**config.mk**
```make
export PLATFORM = sky130hd
export DESIGN_NAME = uart_tx_flat
export DESIGN_NICKNAME = d
export VERILOG_FILES = /design/src/rtl/uart_pkg.sv /design/src/rtl/uart_tx_if.sv /design/src/rtl/uart_tx_fifo.sv /design/src/rtl/uart_tx.sv /design/src/flat_wrapper.sv
export SDC_FILE = /design/constraint.sdc
export NUM_CORES = 1
export LEC_CHECK = 0
export CORE_UTILIZATION = 25
export CTS_CLUSTER_DIAMETER = 150
export DETAILED_ROUTE_END_ITERATION = 10
export GPL_TIMING_DRIVEN = 1
export PLACE_DENSITY_LB_ADDON = 0.3
export SYNTH_ARGS = -nofsm -noshare
export SYNTH_HDL_FRONTEND = slang
export SYNTH_SLANG_ARGS = --single-unit
```
**constraint.sdc**
```tcl
create_clock -name CLK -period 5.4 [get_ports CLK]
set_input_delay 1.08 -clock CLK [delete_from_list [all_inputs] [get_ports CLK]]
set_output_delay 1.08 -clock CLK [all_outputs]
set_load 0.01 [all_outputs]
```
**src/rtl/uart_pkg.sv**
```systemverilog
// Shared definitions for the UART transmitter: FSM states, frame width,
// serial line levels and the even-parity helper.
package uart_pkg;

    localparam int UART_DATA_BITS = 8;

    // Line levels for the idle line, the start bit and the stop bit
    localparam logic LINE_IDLE  = 1'b1;
    localparam logic LINE_START = 1'b0;
    localparam logic LINE_STOP  = 1'b1;

    typedef enum logic [2:0] {
        IDLE,
        START,
        DATA,
        PARITY,
        STOP
    } uart_state_t;

    // Even parity: the parity bit makes the total number of ones even
    function automatic logic even_parity(input logic [UART_DATA_BITS-1:0] d);
        return ^d;
    endfunction

endpackage

```
**src/rtl/uart_tx_if.sv**
```systemverilog
// Byte handshake between a producer and the UART transmitter.
// The producer (master) offers TX_DATA with TX_VALID; the transmitter
// (slave) takes it on any edge where TX_READY is also high.
interface uart_tx_if;
    import uart_pkg::*;

    logic [UART_DATA_BITS-1:0] TX_DATA;
    logic                      TX_VALID;
    logic                      TX_READY;

    modport master (
        output TX_DATA,
        output TX_VALID,
        input  TX_READY
    );

    modport slave (
        input  TX_DATA,
        input  TX_VALID,
        output TX_READY
    );

endinterface

```
**src/rtl/uart_tx_fifo.sv**
```systemverilog
// Small synchronous byte FIFO in front of the serialiser.
// Pointers carry one extra wrap bit so full and empty are distinguishable
// without a separate occupancy counter. The read port is combinational so
// the transmitter can load the head byte on the same edge it pops.
module uart_tx_fifo
    import uart_pkg::*;
#(
    parameter int DEPTH = 4,
    parameter int WIDTH = UART_DATA_BITS
) (
    input  logic             CLK,
    input  logic             RESET,
    input  logic             wr_en,
    input  logic [WIDTH-1:0] wr_data,
    input  logic             rd_en,
    output logic [WIDTH-1:0] rd_data,
    output logic             full,
    output logic             empty
);

    localparam int ADDR_W = $clog2(DEPTH);

    logic [WIDTH-1:0]  mem [DEPTH];
    logic [ADDR_W:0]   wr_ptr_reg;
    logic [ADDR_W:0]   rd_ptr_reg;
    logic              wr_ok;
    logic              rd_ok;

    // Writes are refused when full and reads when empty, whatever the caller asks
    assign wr_ok = wr_en && !full;
    assign rd_ok = rd_en && !empty;

    assign empty   = (wr_ptr_reg == rd_ptr_reg);
    assign full    = (wr_ptr_reg[ADDR_W] != rd_ptr_reg[ADDR_W]) &&
                     (wr_ptr_reg[ADDR_W-1:0] == rd_ptr_reg[ADDR_W-1:0]);
    assign rd_data = mem[rd_ptr_reg[ADDR_W-1:0]];

    // Storage array; contents need no reset because the pointers gate them
    always_ff @(posedge CLK) begin
        if (wr_ok) begin
            mem[wr_ptr_reg[ADDR_W-1:0]] <= wr_data;
        end
    end

    // Read/write pointers; reset empties the FIFO
    always_ff @(posedge CLK or negedge RESET) begin
        if (!RESET) begin
            wr_ptr_reg <= '0;
            rd_ptr_reg <= '0;
        end else begin
            if (wr_ok) begin
                wr_ptr_reg <= wr_ptr_reg + 1'b1;
            end
            if (rd_ok) begin
                rd_ptr_reg <= rd_ptr_reg + 1'b1;
            end
        end
    end

endmodule

```
**src/rtl/uart_tx.sv**
```systemverilog
// UART transmitter: FIFO-buffered bytes serialised as 8N1 frames on TXD,
// LSB first, CLKS_PER_BIT clock cycles per bit.
// Optional feature macro: UART_TX_PARITY_EN inserts an even-parity bit
// between data bit 7 and the stop bit (8E1). Undefined gives plain 8N1.
module uart_tx
    import uart_pkg::*;
#(
    parameter int CLKS_PER_BIT = 104,
    parameter int FIFO_DEPTH   = 4
) (
    input  logic      CLK,
    input  logic      RESET,
    uart_tx_if.slave  tx_bus,
    output logic      TXD,
    output logic      BUSY
);

    localparam int CNT_W = (CLKS_PER_BIT > 1) ? $clog2(CLKS_PER_BIT) : 1;
    localparam int BIT_W = $clog2(UART_DATA_BITS);
    localparam logic [CNT_W-1:0] CNT_LAST = CNT_W'(CLKS_PER_BIT - 1);
    localparam logic [BIT_W-1:0] BIT_LAST = BIT_W'(UART_DATA_BITS - 1);

    uart_state_t                state_reg, state_next;
    logic [CNT_W-1:0]           cnt_reg, cnt_next;
    logic [BIT_W-1:0]           bit_reg, bit_next;
    logic [UART_DATA_BITS-1:0]  shift_reg, shift_next;
    logic                       txd_reg, txd_next;
`ifdef UART_TX_PARITY_EN
    logic                       parity_reg, parity_next;
`endif

    logic                       pop;
    logic                       bit_end;
    logic                       fifo_full;
    logic                       fifo_empty;
    logic [UART_DATA_BITS-1:0]  fifo_rd_data;

    uart_tx_fifo #(
        .DEPTH (FIFO_DEPTH),
        .WIDTH (UART_DATA_BITS)
    ) u_fifo (
        .CLK     (CLK),
        .RESET   (RESET),
        .wr_en   (tx_bus.TX_VALID),
        .wr_data (tx_bus.TX_DATA),
        .rd_en   (pop),
        .rd_data (fifo_rd_data),
        .full    (fifo_full),
        .empty   (fifo_empty)
    );

    assign tx_bus.TX_READY = !fifo_full;
    assign TXD             = txd_reg;
    assign BUSY            = (state_reg != IDLE) || !fifo_empty;
    assign bit_end         = (cnt_reg == CNT_LAST);

    // State, counters, shift register and the registered line output
    always_ff @(posedge CLK or negedge RESET) begin
        if (!RESET) begin
            state_reg  <= IDLE;
            cnt_reg    <= '0;
            bit_reg    <= '0;
            shift_reg  <= '0;
            txd_reg    <= LINE_IDLE;
`ifdef UART_TX_PARITY_EN
            parity_reg <= 1'b0;
`endif
        end else begin
            state_reg  <= state_next;
            cnt_reg    <= cnt_next;
            bit_reg    <= bit_next;
            shift_reg  <= shift_next;
            txd_reg    <= txd_next;
`ifdef UART_TX_PARITY_EN
            parity_reg <= parity_next;
`endif
        end
    end

    // Next-state, bit timing, pop decision and the line level for the next cycle
    always_comb begin
        state_next  = state_reg;
        cnt_next    = cnt_reg;
        bit_next    = bit_reg;
        shift_next  = shift_reg;
        txd_next    = LINE_IDLE;
        pop         = 1'b0;
`ifdef UART_TX_PARITY_EN
        parity_next = parity_reg;
`endif

        // Bit-period counter free-runs while a frame is active and wraps at each boundary
        if (state_reg != IDLE) begin
            cnt_next = bit_end ? '0 : cnt_reg + CNT_W'(1);
        end

        case (state_reg)
            IDLE: begin
                if (!fifo_empty) begin
                    pop        = 1'b1;
                    state_next = START;
                end
            end
            START: begin
                if (bit_end) begin
                    state_next = DATA;
                end
            end
            DATA: begin
                if (bit_end) begin
                    if (bit_reg == BIT_LAST) begin
`ifdef UART_TX_PARITY_EN
                        state_next = PARITY;
`else
                        state_next = STOP;
`endif
                    end else begin
                        shift_next = shift_reg >> 1;
                        bit_next   = bit_reg + BIT_W'(1);
                    end
                end
            end
`ifdef UART_TX_PARITY_EN
            PARITY: begin
                if (bit_end) begin
                    state_next = STOP;
                end
            end
`endif
            STOP: begin
                // Chain straight into the next start bit when a byte is waiting
                if (bit_end) begin
                    if (!fifo_empty) begin
                        pop        = 1'b1;
                        state_next = START;
                    end else begin
                        state_next = IDLE;
                    end
                end
            end
            default: begin
                state_next = IDLE;
            end
        endcase

        // Loading a new byte restarts all per-frame bookkeeping
        if (pop) begin
            shift_next  = fifo_rd_data;
            bit_next    = '0;
            cnt_next    = '0;
`ifdef UART_TX_PARITY_EN
            parity_next = even_parity(fifo_rd_data);
`endif
        end

        // Line level follows the state being entered so TXD is glitch-free and registered
        case (state_next)
            START:   txd_next = LINE_START;
            DATA:    txd_next = shift_next[0];
`ifdef UART_TX_PARITY_EN
            PARITY:  txd_next = parity_next;
`endif
            STOP:    txd_next = LINE_STOP;
            default: txd_next = LINE_IDLE;
        endcase
    end

endmodule
```
**src/flat_wrapper.sv**
```systemverilog
// flat-port wrapper written by rule: the top's interface ports become plain ports
module uart_tx_flat import uart_pkg::*;
#(
    parameter int CLKS_PER_BIT = 104,
    parameter int FIFO_DEPTH   = 4
)
  (CLK, RESET, TXD, BUSY, tx_bus_TX_DATA, tx_bus_TX_VALID, tx_bus_TX_READY);
  uart_tx_if tx_bus_i ();
  input  logic CLK;
  input  logic RESET;
  output logic TXD;
  output logic BUSY;
  input wire logic [$bits(tx_bus_i.TX_DATA)-1:0] tx_bus_TX_DATA;
  input wire logic [$bits(tx_bus_i.TX_VALID)-1:0] tx_bus_TX_VALID;
  output wire logic [$bits(tx_bus_i.TX_READY)-1:0] tx_bus_TX_READY;
  assign tx_bus_i.TX_DATA = tx_bus_TX_DATA;
  assign tx_bus_i.TX_VALID = tx_bus_TX_VALID;
  assign tx_bus_TX_READY = tx_bus_i.TX_READY;
  uart_tx #(.CLKS_PER_BIT(CLKS_PER_BIT), .FIFO_DEPTH(FIFO_DEPTH)) u_core (.CLK(CLK), .RESET(RESET), .tx_bus(tx_bus_i), .TXD(TXD), .BUSY(BUSY));
endmodule
```
==> flow_summary.toml <==
[sta]
timing.fmax_ghz = 0.2881
timing_max_transition_violations_final = 0
maxSlewHeadroom_pct = 59.93
finalWorstPathRequiredPeriod_ns = 3.471
period_share_pct = 64.28
final-hold-violation-count = 0
setup_tns_ns = 0
rsz_0062_raised_after_global_routing = "false"
setup_violations = 0
layout_skew_ns = 0.009117
tightest_slew_ns = 0.6010

[route]
dr.pass1.iters = 4
route.antenna.remaining_nets = 0
drt_iter0_markers = 91
wirelength_um = 4858
vias = 1559
route.detailed.wl_per_inst_um = 13.49
drc = 0
route.detailed.vias_per_inst = 4.331

[power_and_ir_drop]
leakage_nw = 1.206
power_per_cell_area_nw_per_um2 = 341.1
max_vdd_drop_mv = 0.1535

[grt]
global_route.overflow_total = 0
grt_pass1_vias = 1560
initial_antenna_violation_count = 0
pin_count_of_the_biggest_net_entering_global_routing = 29
first_pass_grt_wire_length_um = 8390
grt_util_all_layers_pct = 9.865

[setup_path]
worstSetupStartpointType = "flip-flop"
cp_num_buf_inv = 2
required_time_at_the_endpoint_of_the_critical_path_ns = 4.32
timing.critical_path.fanout_max = 11
end_kind = "primary output"
critical_path_arrival_ns = 2.39
crit_path_max_incr_delay_ns = 0.73
worstPathCellList = "xor2_2 > nor4_4 > inv_1 > clkdlybuf4s50_1"
criticalPathCategory = "flip-flop to primary output"
worst_path_dominant_cell_family = "flip-flops"
critPathSlowestCell = "sky130_fd_sc_hd__dfrtp_1"

[layout]
largest_register_ffs = 32
final_cell_area_um2 = 3202
fin_nets = 234
antennaDiodeCount = 0
areaGrowthSynthToFinish_pct = 15.84
final_layout_size_suffix_gt1_share_pct = 13.18
post_layout_nonfiller_instances = 360

[clocking]
clk-insertion-delay-late_ns = 0.34
ctsLongestPathBuffers = 2
clkTransAtPathRegs_ns = 0.07
hold_fix_buffers_cts = 0
ctsRootBufferMaster = "sky130_fd_sc_hd__clkbuf_8"
post_cts.resized_instances = 0
cts_tree = "done"
cts_inserted_buffers = 9
cts_setup_buffers = 0
htreeDepth = 3
clock_sink_count = 60

[floorplanning]
dieWidth_um = 107.1
height_of_the_chip_um = 107.1
initial_core_util_pct = 25.61
placementRows = 38
coreArea_um2 = 10790
floorplan.die_area_um2 = 11480
design.portCount = 14

[logic_synthesis]
yosys.cell_types.count = 49
synth.net_count = 216
synth_seq_cells = 60
synthCells = 197
part_of_the_yosys_area_used_for_sequential_elements_pct = 60.16
synthesis.yosys.warnings = 0
synth_flop_cell = "sky130_fd_sc_hd__edfxtp_1"
count_of_flip_flops_with_a_built_in_enable_after_synthesis = 32
mean_post_synth_cell_area_um2 = 14.03
async_flop_share_pct = 46.67
synthesis.area_um2 = 2764

[outcome]
run_status = "complete, no violations"

[place]
placement.cell_area_um2 = 3027
place_hpwl_um = 3190
numPortBuffers = 13
place.gp.congestion = 0.7215
dp_cells = 344

[job]
max_cap_viol_count = 0

[hold_path]
hold_path.class = "flip-flop to flip-flop"
## layout make-up
class                   instances  area [um2]
multi-input cells             113       987.2
flip-flops and latches         60        1663
repair buffers                 14       137.6
inverters                      17       63.81
clock buffers                   9       123.9
fillers                      1071        7591
clock inverters                 7       51.30
well taps                     140       175.2
## layout by cell type (no fill, tap or decap), drive strengths merged, types with 6 or more instances in the layout
cell type,instances
nand3,6
inv,19
o221ai,6
clkbuf,9
ha,8
nand2,16
edfxtp,32
mux4,8
dfrtp,27
o21ai,9
clkdlybuf4s50,13
xor2,6
## power breakdown
group	switching, W	internal [W]	leakage (nW)
Sequential	0.0000245	0.000547	0.635
Clock	0.000194	0.000169	0.0876
Combinational	0.0000978	0.0000606	0.483
## worst paths after layout
kind                                              from                       to  slack (ns)  depth (start not counted)
max in group asynchronous                        RESET               u_core.TXD        3.94                          2
max reg2reg                u_core.u_fifo.rd_ptr_reg[0]  u_core.u_fifo.mem[3][6]        3.12                          3
min                                u_core.shift_reg[2]      u_core.shift_reg[1]        0.49                          2
max                        u_core.u_fifo.rd_ptr_reg[0]                     BUSY        1.93                          4
min reg2reg                        u_core.shift_reg[2]      u_core.shift_reg[1]        0.49                          2
min in group asynchronous                        RESET        u_core.cnt_reg[6]        1.13                          2
## Yosys cell counts (2+ instances only)
| cell type | count | area share, % |
|---|---|---|
| sky130_fd_sc_hd__buf_2 | 3 | 0.54 |
| sky130_fd_sc_hd__mux2i_1 | 2 | 0.72 |
| sky130_fd_sc_hd__nor3_1 | 3 | 0.54 |
| sky130_fd_sc_hd__nand2b_1 | 2 | 0.45 |
| sky130_fd_sc_hd__o221ai_1 | 6 | 1.9 |
| sky130_fd_sc_hd__buf_6 | 2 | 0.81 |
| sky130_fd_sc_hd__nor2_1 | 3 | 0.41 |
| sky130_fd_sc_hd__mux4_2 | 2 | 1.6 |
| sky130_fd_sc_hd__dfrtp_1 | 27 | 24 |
| sky130_fd_sc_hd__mux4_1 | 6 | 5.7 |
| sky130_fd_sc_hd__o21ai_0 | 8 | 1.4 |
| sky130_fd_sc_hd__nand3_1 | 6 | 1.1 |
| sky130_fd_sc_hd__nor3b_1 | 3 | 0.81 |
| sky130_fd_sc_hd__ha_1 | 8 | 3.6 |
| sky130_fd_sc_hd__xor2_1 | 3 | 0.95 |
| sky130_fd_sc_hd__nand2_1 | 16 | 2.2 |
| sky130_fd_sc_hd__and2_1 | 5 | 1.1 |
| sky130_fd_sc_hd__a21oi_1 | 5 | 0.91 |
| sky130_fd_sc_hd__and3_1 | 3 | 0.68 |
| sky130_fd_sc_hd__or3_1 | 2 | 0.45 |
| sky130_fd_sc_hd__edfxtp_1 | 32 | 35 |
| sky130_fd_sc_hd__xor2_2 | 3 | 1.8 |
| sky130_fd_sc_hd__inv_1 | 17 | 2.3 |
| sky130_fd_sc_hd__xnor2_1 | 5 | 1.6 |
## metal layers
metal  vias to the layer above  global-route usage, %  share of wire, %
li1                        771                      -                 -
met1                       761                  12.93                49
met2                        23                  14.88                47
met3                         4                  3.283               3.3
met4                         0                  4.110              0.80
met5                         -                      0                 0
## tightest hold or removal path, stage by stage, from the launching register on
cell                       delay [ns]
sky130_fd_sc_hd__dfrtp_1         0.34
sky130_fd_sc_hd__nand2_1         0.05
sky130_fd_sc_hd__o221ai_1        0.06
## per-stage QoR
step                util, %  setup WS (ns)  total power (W)  hold WS (ns)
finish                29.67          1.929         0.001092        0.4917
detailed placement    28.04          2.218        0.0007460        0.4754
floorplan                 -          2.983        0.0006857        0.4559
global route          29.67          1.629         0.001150        0.5331
global placement      28.04          2.245        0.0007407        0.4745
CTS                   29.67          1.843         0.001116        0.4954
## logic make-up (layout without fill, tap and decap cells)
family	after synthesis	count (layout)	synth area share, %
multiplexers	11	11	8.465
buffers and inverters	24	47	4.119
AND/OR/NAND/NOR	51	51	10.50
flip-flops	60	60	60.16
adder cells (fa/ha/maj)	8	8	3.622
AO/OA/AOI/OAI	32	32	8.828
XOR/XNOR	11	11	4.301
No activity file was read; power rests on OpenSTA's default activity.
